## src/rtl/multicycle_ctrl.sv

```systemverilog
// Multicycle control unit for the ARM-subset processor: sequences the shared
// ALU, memory and register file, holds NZCV and evaluates the condition field.
module multicycle_ctrl #(
  parameter logic [3:0] RESET_FLAGS = 4'b0000
) (
  input  logic       clk,
  input  logic       rst_n,
  input  logic [3:0] Cond,
  input  logic [1:0] Op,
  input  logic [5:0] Funct,
  input  logic [3:0] ALUFlags,
  output logic       PCWrite,
  output logic       MemWrite,
  output logic       RegWrite,
  output logic       IRWrite,
  output logic       AdrSrc,
  output logic [1:0] ResultSrc,
  output logic       ALUSrcA,
  output logic [1:0] ALUSrcB,
  output logic [1:0] ImmSrc,
  output logic [1:0] RegSrc,
  output logic [1:0] ALUControl,
  output logic [3:0] Flags,
  output logic [3:0] State
);

  typedef enum logic [3:0] {
    FETCH    = 4'd0,
    DECODE   = 4'd1,
    MEMADR   = 4'd2,
    MEMRD    = 4'd3,
    MEMWB    = 4'd4,
    MEMWR    = 4'd5,
    EXECUTER = 4'd6,
    EXECUTEI = 4'd7,
    ALUWB    = 4'd8,
    BRANCH   = 4'd9
  } state_t;

  // Condition field evaluated against a stored NZCV value.
  function automatic logic cond_check(input logic [3:0] cond, input logic [3:0] nzcv);
    logic n, z, c, v;
    logic res;
    {n, z, c, v} = nzcv;
    case (cond)
      4'b0000: res = z;
      4'b0001: res = ~z;
      4'b0010: res = c;
      4'b0011: res = ~c;
      4'b0100: res = n;
      4'b0101: res = ~n;
      4'b0110: res = v;
      4'b0111: res = ~v;
      4'b1000: res = c & ~z;
      4'b1001: res = ~c | z;
      4'b1010: res = (n == v);
      4'b1011: res = (n != v);
      4'b1100: res = ~z & (n == v);
      4'b1101: res = z | (n != v);
      4'b1110: res = 1'b1;
      default: res = 1'b0;
    endcase
    return res;
  endfunction

  // Data-processing decode: {ALUControl[1:0], NoWrite, C/V update}.
  function automatic logic [3:0] alu_decode(input logic [3:0] cmd);
    logic [3:0] res;
    case (cmd)
      4'b0100: res = {2'b00, 1'b0, 1'b1};
      4'b0010: res = {2'b01, 1'b0, 1'b1};
      4'b0000: res = {2'b10, 1'b0, 1'b0};
      4'b1100: res = {2'b11, 1'b0, 1'b0};
      4'b1010: res = {2'b01, 1'b1, 1'b1};
      default: res = {2'b00, 1'b1, 1'b0};
    endcase
    return res;
  endfunction

  state_t     state_r;
  state_t     state_next_s;
  logic [3:0] flags_r;
  logic       nowrite_r;
  logic       condex_s;
  logic [3:0] dec_s;
  logic       in_execute_s;

  logic       pcwrite_s;
  logic       memwrite_s;
  logic       regwrite_s;
  logic       irwrite_s;
  logic       adrsrc_s;
  logic [1:0] resultsrc_s;
  logic       alusrca_s;
  logic [1:0] alusrcb_s;
  logic [1:0] alucontrol_s;

  assign condex_s     = cond_check(Cond, flags_r);
  assign dec_s        = alu_decode(Funct[4:1]);
  assign in_execute_s = (state_r == EXECUTER) || (state_r == EXECUTEI);

  // Next-state selection; unused encodings fall back to FETCH.
  always_comb begin
    state_next_s = FETCH;
    case (state_r)
      FETCH:    state_next_s = DECODE;
      DECODE: begin
        case (Op)
          2'b01:   state_next_s = MEMADR;
          2'b00:   state_next_s = Funct[5] ? EXECUTEI : EXECUTER;
          2'b10:   state_next_s = BRANCH;
          default: state_next_s = FETCH;
        endcase
      end
      MEMADR:   state_next_s = Funct[0] ? MEMRD : MEMWR;
      MEMRD:    state_next_s = MEMWB;
      EXECUTER: state_next_s = ALUWB;
      EXECUTEI: state_next_s = ALUWB;
      default:  state_next_s = FETCH;
    endcase
  end

  // State, NZCV and NoWrite registers; flags only move at the end of EXECUTE.
  always_ff @(posedge clk or negedge rst_n) begin
    if (!rst_n) begin
      state_r   <= FETCH;
      flags_r   <= RESET_FLAGS;
      nowrite_r <= 1'b0;
    end else begin
      state_r <= state_next_s;
      if (in_execute_s) begin
        nowrite_r <= dec_s[1];
        if (condex_s && Funct[0]) begin
          flags_r[3:2] <= ALUFlags[3:2];
          if (dec_s[0]) begin
            flags_r[1:0] <= ALUFlags[1:0];
          end else begin
            flags_r[1:0] <= flags_r[1:0];
          end
        end else begin
          flags_r <= flags_r;
        end
      end else begin
        nowrite_r <= nowrite_r;
        flags_r   <= flags_r;
      end
    end
  end

  // Moore output decode from the current state.
  always_comb begin
    pcwrite_s    = 1'b0;
    memwrite_s   = 1'b0;
    regwrite_s   = 1'b0;
    irwrite_s    = 1'b0;
    adrsrc_s     = 1'b0;
    resultsrc_s  = 2'b00;
    alusrca_s    = 1'b0;
    alusrcb_s    = 2'b00;
    alucontrol_s = 2'b00;
    case (state_r)
      FETCH: begin
        irwrite_s   = 1'b1;
        alusrca_s   = 1'b1;
        alusrcb_s   = 2'b10;
        resultsrc_s = 2'b10;
        pcwrite_s   = 1'b1;
      end
      DECODE: begin
        alusrca_s   = 1'b1;
        alusrcb_s   = 2'b10;
        resultsrc_s = 2'b10;
      end
      MEMADR: begin
        alusrcb_s = 2'b01;
      end
      BRANCH: begin
        alusrcb_s   = 2'b01;
        resultsrc_s = 2'b10;
        pcwrite_s   = condex_s;
      end
      MEMRD: begin
        adrsrc_s = 1'b1;
      end
      MEMWR: begin
        adrsrc_s   = 1'b1;
        memwrite_s = condex_s;
      end
      MEMWB: begin
        resultsrc_s = 2'b01;
        regwrite_s  = condex_s;
      end
      EXECUTER: begin
        alucontrol_s = dec_s[3:2];
      end
      EXECUTEI: begin
        alusrcb_s    = 2'b01;
        alucontrol_s = dec_s[3:2];
      end
      ALUWB: begin
        regwrite_s = condex_s & ~nowrite_r;
      end
      default: begin
        pcwrite_s = 1'b0;
      end
    endcase
  end

  // Enables are held low for as long as reset is asserted.
  assign PCWrite    = pcwrite_s  & rst_n;
  assign MemWrite   = memwrite_s & rst_n;
  assign RegWrite   = regwrite_s & rst_n;
  assign IRWrite    = irwrite_s  & rst_n;
  assign AdrSrc     = adrsrc_s;
  assign ResultSrc  = resultsrc_s;
  assign ALUSrcA    = alusrca_s;
  assign ALUSrcB    = alusrcb_s;
  assign ALUControl = alucontrol_s;
  assign ImmSrc     = Op;
  assign RegSrc     = {(Op == 2'b01), (Op == 2'b10)};
  assign Flags      = flags_r;
  assign State      = state_r;

endmodule

```

## config.mk

```make
export PLATFORM = sky130hd
export DESIGN_NAME = multicycle_ctrl
export DESIGN_NICKNAME = d
export VERILOG_FILES = /design/src/rtl/multicycle_ctrl.sv
export SDC_FILE = /design/constraint.sdc
export NUM_CORES = 1
export LEC_CHECK = 0
export CORE_MARGIN = 3
export CORE_UTILIZATION = 35
export DETAILED_ROUTE_END_ITERATION = 8
export PLACE_DENSITY_LB_ADDON = 0.08
export SYNTH_ARGS = -nofsm -noshare
export SYNTH_HDL_FRONTEND = slang
export SYNTH_SLANG_ARGS = --single-unit
```

## constraint.sdc

```tcl
create_clock -name clk -period 2.2 [get_ports clk]
set_input_delay 0.33 -clock clk [delete_from_list [all_inputs] [get_ports clk]]
set_output_delay 0.33 -clock clk [all_outputs]
set_load 0.05 [all_outputs]
```

=== After elaboration in Yosys (flattened, before gate mapping) ===
Cells that the tools add are included.

* Logic and storage cells: 77
* Bits of input ports: 18
* Output and inout bits: 24
* Bits in registers: 9

* Bitwise gates (word level): 14
* Muxes and demuxes: 15
* Reductions and logical operators: 13
* Equal/unequal tests: 31

{| class="wikitable"
|+ Operators with widths
! cell !! count
|-
| equality test 4 bit, second input constant || 11
|-
| case mux 4 bit (5 select lines) || 2
|-
| equality test 4 x 3 -> 1 bit, second input constant || 9
|-
| equality test 4 x 2 -> 1 bit, second input constant || 5
|-
| case mux 1 bit (15 select lines) || 1
|-
| zero test 4 bit || 3
|-
| case mux 4 bit (3 select lines) || 1
|-
| equality test 4 x 1 -> 1 bit, second input constant || 2
|-
| case mux 2 bit (2 select lines) || 2
|-
| bitwise AND 1 bit || 7
|-
| OR reduction 2 bit || 3
|-
| OR reduction 3 bit || 2
|-
| two-way mux 1 bit || 5
|-
| inverter 1 bit || 5
|-
| case mux 1 bit (2 select lines) || 2
|-
| two-way mux 3 bit || 1
|-
| AND reduction 3 bit || 1
|-
| equality test 2 x 1 -> 1 bit, second input constant || 1
|-
| equality test 2 bit, second input constant || 1
|-
| zero test 2 bit || 1
|-
| two-way mux 2 bit || 1
|-
| bitwise OR 1 bit || 2
|-
| AND reduction 2 bit || 1
|-
| equality test 1 bit || 1
|-
| other kinds (3) || 3
|}

=== Logic depth before layout (Yosys ltp) ===
Gate-level depths: netlist of run 1.

* Depth after elaboration: 6
* Gate-level depth with buffers: 6
* Mapped depth without buffers: 5

=== Worst setup path before layout of run 1 ===
OpenSTA, ideal clock, no wires.

* Path kind: reg2out
* From: register flags_r[0], in the netlist Flags[0]
* To: output port PCWrite
* Buffers on the path: 1
* Cell stages (with the launch flop): 7
* Path slack: -0.864 ns
* Required time: 1.870 ns
* Data arrival time: 2.734 ns
* Path through: dfrtp_1 -> buf_6 -> a21o_2 -> a221oi_1 -> o311a_1 -> and3_2 -> o31ai_1

* Cells in the longest elaborated chain, start to end: 5
* Elaborated cells on any way between the ends: 8
* Those cells by class: eq/ne: 2; mux: 2; bitwise: 4

{| class="wikitable"
|+ RTL lines
! what !! RTL line !! RTL
|-
| start: declaration || 82 || <nowiki>logic [3:0] flags_r;</nowiki>
|-
| start signal: assignment || 136 || <nowiki>flags_r[1:0] <= ALUFlags[1:0];</nowiki>
|-
| start signal: assignment || 138 || <nowiki>flags_r[1:0] <= flags_r[1:0];</nowiki>
|-
| start signal: assignment || 141 || <nowiki>flags_r <= flags_r;</nowiki>
|-
| != test 1 bit or equality test 1 bit (tied branches) || -- ||
|-
| bitwise OR 1 bit or bitwise AND 1 bit (tied branches) || 59, 58 ||
|-
| case mux 1 bit (15 select lines) * || 45 || <nowiki>case (cond)</nowiki>
|-
| case mux 1 bit (2 select lines) * || 161 || <nowiki>case (state_r)</nowiki>
|-
| bitwise AND 1 bit * || 210 || <nowiki>assign PCWrite = pcwrite_s & rst_n;</nowiki>
|-
| end: declaration || 12 || <nowiki>output logic PCWrite,</nowiki>
|}

Mark *: on every way between the ends. The rest lies on a longest branch, timed or not.

=== Worst setup path in the final report of run 1 ===
Ends and elaborated chain as after synthesis.

==> metrics.md, run 1 <==
| Metric | Value |
|---|---|
| Yosys warns | `0` |
| Hold crit path type | `in2async` |
| Most frequent cell after synthesis | `nor2_1` |
| HPWL after DPL | `about 2100 um` |
| Inserted Clock Buffers | `3` |
| Nets@finish | `180` |
| CTS tree | `built` |
| Worst reg2reg path depth | `8` |
| Syn-to-layout area delta | `75.91%` |
| Distinct cells, synth | `43` |
| Critical Path AT | `1940 ps` |
| Pwr Total | `0.001771 W` |
| Dpl ws | `-452.4 ps` |
| Layout cell share with drive strength beyond 1 | `37.89%` |
| Chip Width | `~57 um` |
| Die ar. | `about 3200 sq um` |
| Worst-skew pair later-pin latency | `roughly 270 ps` |
| Synth top area share | `roughly a quarter` |
| Ranking of synthesized cells by area | `dfrtp_1 25%, nor2_1 6.7%, buf_6 5.0%` |
| Mapped Avg Cell Area | `8.167 sq um` |
| Req. time, crit path | `between 1500 and 2000 ps` |
| Post-synth top area cell | `dfrtp_1` |
| Synthesized instance count | `110` |
| Post-synth top flop | `dfrtp_1` |
| Largest net degree at the start of global routing | `12` |
| Worst Path Max Fanout | `8` |
| Placeable Area | `around 2300 sq um` |
| Reg2reg start | `Flags[0]` |
| Layout Skew | `6.645 ps` |
| CP max stage delay | `between 400 and 500 ps` |
| Final WL | `2693 um` |
| Async S/R FF share, synth | `100.0%` |
| Static Leak | `0.6629 nW` |
| Count of final hold-check violations | `0` |
| PD cells | `about 1100 nW/um^2` |
| Worst Setup Start Kind | `register` |
| Fmax | `approximately 440 MHz` |
| Vias in the first global route | `948` |
| Crit-path slowest cell | `dfrtp_2` |
| Crit path max-delay family | `compound AO/OA/AOI/OAI gates` |
| Outcome | `finished, violations left` |
| CTS sink cnt | `9` |
| Failing checks | `setup timing` |
| Maximum Capacitance Violations | `0` |
| Max-slew headroom | `between 60% and 70%` |
| Core Rows | `17` |
| Final worst slack | `-68.54 ps` |
| RSZ-0062 raised after global routing | `true` |
| Design area | `~1600 sq um` |
| Top cells by count, synth | `16 x nor2_1, 9 x dfrtp_1, 7 x nand2b_1` |
| RD Place Congestion | `approximately 0.80` |
| Buffers & Inverters on Critical Path | `1` |
| WS Path Type | `reg2out` |
| IO Port Bufs | `between 40 and 50` |
| Peak supply drop | `about 1.4 mV` |
| Wire per inst | `~14 um` |
| Global route overflow | `0` |
| Initial antenna violation count | `0` |
| DR pass1 iterations | `4` |
| Initial Util | `approximately two fifths` |
| Period utilization | `103.1%` |
| Antenna cell count | `0` |
| Clk buf depth | `2` |
| R2r setup slk | `120 ps` |
| Drc violations | `0` |
| Syn nets | `128` |
| Reg2reg end | `Flags[0]` |
| Vias per inst | `5.381` |
| Tmin final | `around 2300 ps` |
| EDFF count, synth | `0` |
| Worst-Margin Slew | `499.3 ps` |
| First-pass GRT wire length | `roughly 4400 um` |
| Clk pin slew, worst setup/hold paths | `70 ps` |
| Die height | `56.67 um` |
| Sequential area share after synthesis | `about a quarter` |
| Multi-input logic area | `approximately 670 sq um` |
| Reg area | `around 230 sq um` |
| Drt initial violations | `16` |
| Root Driver | `clkbuf_4` |
| Post-synthesis cell area | `about 900 sq um` |
| Num ports | `42` |
| Placed Area | `around 1500 sq um` |
| CTS H-tree lvls | `1` |
| Gr usage total | `between 15 and 20%` |
| Final core area utilization | `approximately two thirds` |
| Fill cells | `between 200 and 250` |
| FF+latch count, synth | `9` |
| CP cell instances | `and4bb_2 -> o31a_1 -> o21ai_2 -> and3_4 -> o31ai_4 -> buf_12` |
| Slew Viols, Final | `0` |
| CP endpoint kind | `output port` |
| Final setup viols | `3` |
| Antenna-violating nets left | `0` |
| Vias | `roughly 1000` |
[power breakdown]
part,leakage (nW),internal (W),total (W),switching [W]
Clock,0.0150,0.0000701,0.000133,0.0000624
Sequential,0.113,0.000219,0.000329,0.000111
Combinational,0.535,0.000498,0.00131,0.000812
Total,0.663,0.000787,0.00177,0.000985
[metal layers]
metal,wire (um),share of wire (%),track usage (%),vias up
met5,0,0,0,-
met4,9,0.33,2.712,0
met3,179,6.6,4.368,3
met2,1366,51,28.38,40
met1,1138,42,22.55,475
li1,-,-,-,499
[through the flow]
stage / std cells / setup TNS, ps / hold slack (ps)
after floorplan: 110 / -202.8 / 34.41
after global placement: 179 / -1626 / 529.8
after detailed placement: 179 / -1990 / 574.2
after CTS: 188 / -88.95 / 408.9
after global routing: 189 / -313.6 / 439.5
final: 189 / -164.5 / 420.7
[cell type report]
class | instances | share of cell area, %
Clock buffer | 4 | 1.663
Inverter | 5 | 1.188
Sequential cell | 9 | 14.41
Tap cell | 28 | 2.217
Multi-Input combinational cell | 86 | 42.36
Timing Repair Buffer | 57 | 38.16
[cell families (layout without fill, tap and decap cells)]
kind of cell | Yosys count | count (layout) | share of synthesized area, %
compound gates | 25 | 25 | 21.03
xor+xnor | 3 | 3 | 2.925
buf+inv | 15 | 66 | 10.86
flops | 9 | 9 | 25.07
mux | 7 | 7 | 8.913
simple gates | 51 | 51 | 31.20
[worst max path at each step]
| stage | cells past startpoint | slack (ps) | end | from |
|---|---|---|---|---|
| floorplan | 2 | -90 | ALUControl[1] | State[2] |
| global placement | 7 | -350 | PCWrite | Cond[2] |
| detailed placement | 7 | -450 | PCWrite | Cond[2] |
| CTS | 6 | -50 | PCWrite | Flags[3] |
| global route | 6 | -120 | PCWrite | Flags[3] |
| finish | 6 | -70 | PCWrite | Flags[0] |
[flip-flops by register name, summed over array words and instances, names as in the netlist]
signal     cells
Flags          4
State          4
nowrite_r      1
[what timing repair did]
action                     4_1_cts  5_1_grt
hold buffers                     0        0
setup endpoints to repair        3        3
buffers inserted                 5        1
pin swaps                        5        6
cloned                           0        0
resized for setup               14        0
[worst reg2reg max path, delay by kind of cell, from the launching register on]
family                 cells  cell delay, ps
AOI/OAI and AO/OA          3             560
buffers and inverters      3             400
DFF                        1             460
muxes                      1             300
and+or+nand+nor            1             250
[layout by cell type (no fill, tap or decap), types with 2 or more instances in the layout]
| cell | count |
|---|---|
| nand2b_1 | 7 |
| buf_12 | 9 |
| a21oi_1 | 3 |
| mux2_1 | 4 |
| nand2_1 | 4 |
| dlygate4sd2_1 | 2 |
| clkdlybuf4s15_2 | 2 |
| clkbuf_4 | 3 |
| a31oi_1 | 3 |
| dfrtp_1 | 7 |
| dfrtp_2 | 2 |
| nor2_1 | 14 |
| a211oi_2 | 2 |
| inv_1 | 5 |
| nand3b_1 | 2 |
| nor2_2 | 2 |
| o21ai_0 | 5 |
| mux2i_1 | 2 |
| nor3_2 | 2 |
| clkdlybuf4s50_1 | 21 |
| nand3_1 | 6 |
| buf_4 | 23 |
| nor3b_1 | 2 |
Note: power is estimated with default switching activity, not from simulation.
==> inputs of run 2 (changes only) <==
--- a/config.mk
+++ b/config.mk
@@ -5,10 +5,11 @@
 export SDC_FILE = /design/constraint.sdc
 export NUM_CORES = 1
 export LEC_CHECK = 0
-export CORE_MARGIN = 3
+export CORE_MARGIN = 4
 export CORE_UTILIZATION = 35
 export DETAILED_ROUTE_END_ITERATION = 8
 export PLACE_DENSITY_LB_ADDON = 0.08
+export SKIP_LAST_GASP = 1
 export SYNTH_ARGS = -nofsm -noshare
 export SYNTH_HDL_FRONTEND = slang
 export SYNTH_SLANG_ARGS = --single-unit
==> run 2 against run 1 <==
Net effect:
- the run still ends with setup timing left
- utilization down 5.5 points
- sequential share of layout area grew 0.39 points
- non-clock buffer count shrank 4
- sequential power rose by 4%
- power fell by 0.80%
- hold slack got worse by 25 ps
- clock power hardly changed
- routed wire length increased by 2.8%
- sequential cell count stayed put
==> metrics.md, run 2 (synthesized netlist as in run 1, its figures left out) <==
| Metric | Value |
|---|---|
| Wire per inst | `14.81 um (+3.9%)` |
| Placed Cells incl. Taps | `182 (+1.7%)` |
| Fmax | `440.7 MHz (about the same)` |
| First-pass GRT wire length | `4471 um (+1.6%)` |
| Hold_ws | `395.3 ps (-25.35 ps)` |
| Root Driver | `clkbuf_4` |
| Final worst slack | `-69.18 ps (-0.6340 ps)` |
| RD Place Congestion | `0.7586 (-4.6%)` |
| Layout Skew | `0.4564 ps (-6.189 ps)` |
| Initial antenna violation count | `0 (unchanged)` |
| Critical Path AT | `1940 ps (about the same)` |
| Peak supply drop | `1.612 mV (+18%)` |
| Worst Setup Start Kind | `register` |
| CTS sink cnt | `9 (unchanged)` |
| RSZ-0062 raised after global routing | `true` |
| Commonest non-fill, non-tap cell in the layout | `clkdlybuf4s50_1` |
| Failing checks | `setup timing` |
| Req. time, crit path | `1870 ps (about the same)` |
| Placed Area | `1484 sq um (+0.68%)` |
| Hold crit path type | `in2async` |
| R2r setup slk | `280 ps (+160 ps)` |
| Vias per inst | `5.390 (+0.18%)` |
| Antenna cell count | `0 (unchanged)` |
| DR pass1 iterations | `4 (unchanged)` |
| Static Leak | `0.6378 nW (-3.8%)` |
| CP endpoint kind | `output port` |
| Vias in the first global route | `977 (+3.1%)` |
| Most frequent cells in the layout | `21 x clkdlybuf4s50_1, 18 x buf_4, 15 x nor2_1, 9 x buf_12` |
| Count of final hold-check violations | `0 (unchanged)` |
| Die height | `58.67 um (+3.5%)` |
| Global route overflow | `0 (unchanged)` |
| Tmin final | `2269 ps (+0.6340 ps)` |
| Vias | `1008 (-0.88%)` |
| Chip Width | `58.67 um (+3.5%)` |
| Final WL | `2769 um (+2.8%)` |
| Drt initial violations | `69 (+53)` |
| Reg2reg end | `Flags[3]` |
| Antenna-violating nets left | `0 (unchanged)` |
| Die ar. | `3442 sq um (+7.2%)` |
| CTS hold repair buffers | `0 (unchanged)` |
| PD cells | `1142 nW/um^2 (+1.9%)` |
| Dpl ws | `-440.3 ps (+12.16 ps)` |
| CTS tree | `built` |
| Worst reg2reg path depth | `6 (-2)` |
| CP cell instances | `xnor2_2 -> o32ai_2 -> o311ai_2 -> and3_4 -> o31ai_4 -> buf_12` |
| Max-slew headroom | `66.62% (about the same)` |
| Maximum Capacitance Violations | `0 (unchanged)` |
| Clk pin slew, worst setup/hold paths | `60 ps (about the same)` |
| Design area | `1539 sq um (-2.6%)` |
| Num ports | `42 (unchanged)` |
| IO Port Bufs | `41 (unchanged)` |
| Placeable Area | `2455 sq um (+5.9%)` |
| Worst Path Max Fanout | `9 (+1)` |
| Final setup viols | `3 (unchanged)` |
| CP max stage delay | `470 ps (about the same)` |
| Syn-to-layout area delta | `71.31%` |
| CTS H-tree lvls | `1 (unchanged)` |
| Outcome | `finished, violations left` |
| WS Path Type | `reg2out` |
| Inserted Clock Buffers | `3 (unchanged)` |
| Worst-skew pair later-pin latency | `260 ps (about the same)` |
| HPWL after DPL | `2130 um (+2.1%)` |
| Drc violations | `0 (unchanged)` |
| Layout cell share with drive strength beyond 1 | `35.67% (-2.2 points)` |
| Slew Viols, Final | `0 (unchanged)` |
| Core Rows | `18 (+1)` |
| Nets@finish | `176 (-2.2%)` |
| Reg2reg start | `Flags[3]` |
| Initial Util | `36.60% (-2.2 points)` |
| Gr usage total | `16.86% (-0.24 points)` |
| Worst-Margin Slew | `499.1 ps (-0.1745 ps)` |
| Period utilization | `103.1% (about the same)` |
| Final cell count without fillers | `187 (-1.1%)` |
| Clk buf depth | `2 (unchanged)` |
| Largest net degree at the start of global routing | `12 (unchanged)` |
| Crit-path slowest cell | `dfrtp_2` |
-- run 2: layout make-up --
class,instances,area [sq um]
flip-flops and latches,9,227.7
inverters,5,18.77
clock buffers,4,26.28
multi-input cells,86,658.1
well taps,30,37.54
repair buffers,53,570.5
fillers,222,915.9
-- run 2: worst max-delay path by stage --
stage	endpoint	startpoint	cells after the start	slack, ps
3_3_place_gp	PCWrite	Cond[2]	7	-360
3_5_place_dp	PCWrite	Cond[2]	7	-440
4_1_cts	PCWrite	Flags[3]	6	-80
6_report	PCWrite	Flags[3]	6	-70
5_1_grt	PCWrite	Flags[3]	6	-160
2_1_floorplan	ALUControl[1]	State[2]	2	-90
-- run 2: per-stage QoR --
| stage | setup TNS, ps | power [W] | util (%) |
|---|---|---|---|
| 2_1_floorplan | -202.8 | 0.001171 | - |
| 3_3_place_gp | -1782 | 0.001598 | 60.45 |
| 3_5_place_dp | -2127 | 0.001613 | 60.45 |
| 4_1_cts | -191.8 | 0.001768 | 62.59 |
| 5_1_grt | -424.8 | 0.001854 | 62.69 |
| 6_report | -160.6 | 0.001757 | 62.69 |
-- run 2: power by group --
group / internal, W / leakage [nW] / switching [W]
logic: 0.000485 / 0.510 / 0.000802
registers: 0.000219 / 0.113 / 0.000122
clock network: 0.0000700 / 0.0150 / 0.0000597
total: 0.000773 / 0.638 / 0.000984
-- run 2: layer usage --
metal	wire length (um)	track usage, %	vias up
met5	0	0	-
met4	32	4.531	0
met3	190	6.140	6
met2	1376	27.75	31
met1	1170	20.78	483
li1	-	-	488
-- run 2: timing repair --
action | in CTS | in global routing
setup buffers | 1 | 0
pin swaps | 3 | 0
resized for setup | 10 | 3
setup endpoints to repair | 5 | 3
endpoints found under the hold margin | 0 | 0
-- run 2: worst max-delay path: cells and delay by family, from the launching register on --
family	cells	cell delay [ps]
compound gates	3	530
flops	1	470
buf+inv	1	160
simple gates	1	290
xor+xnor	1	220
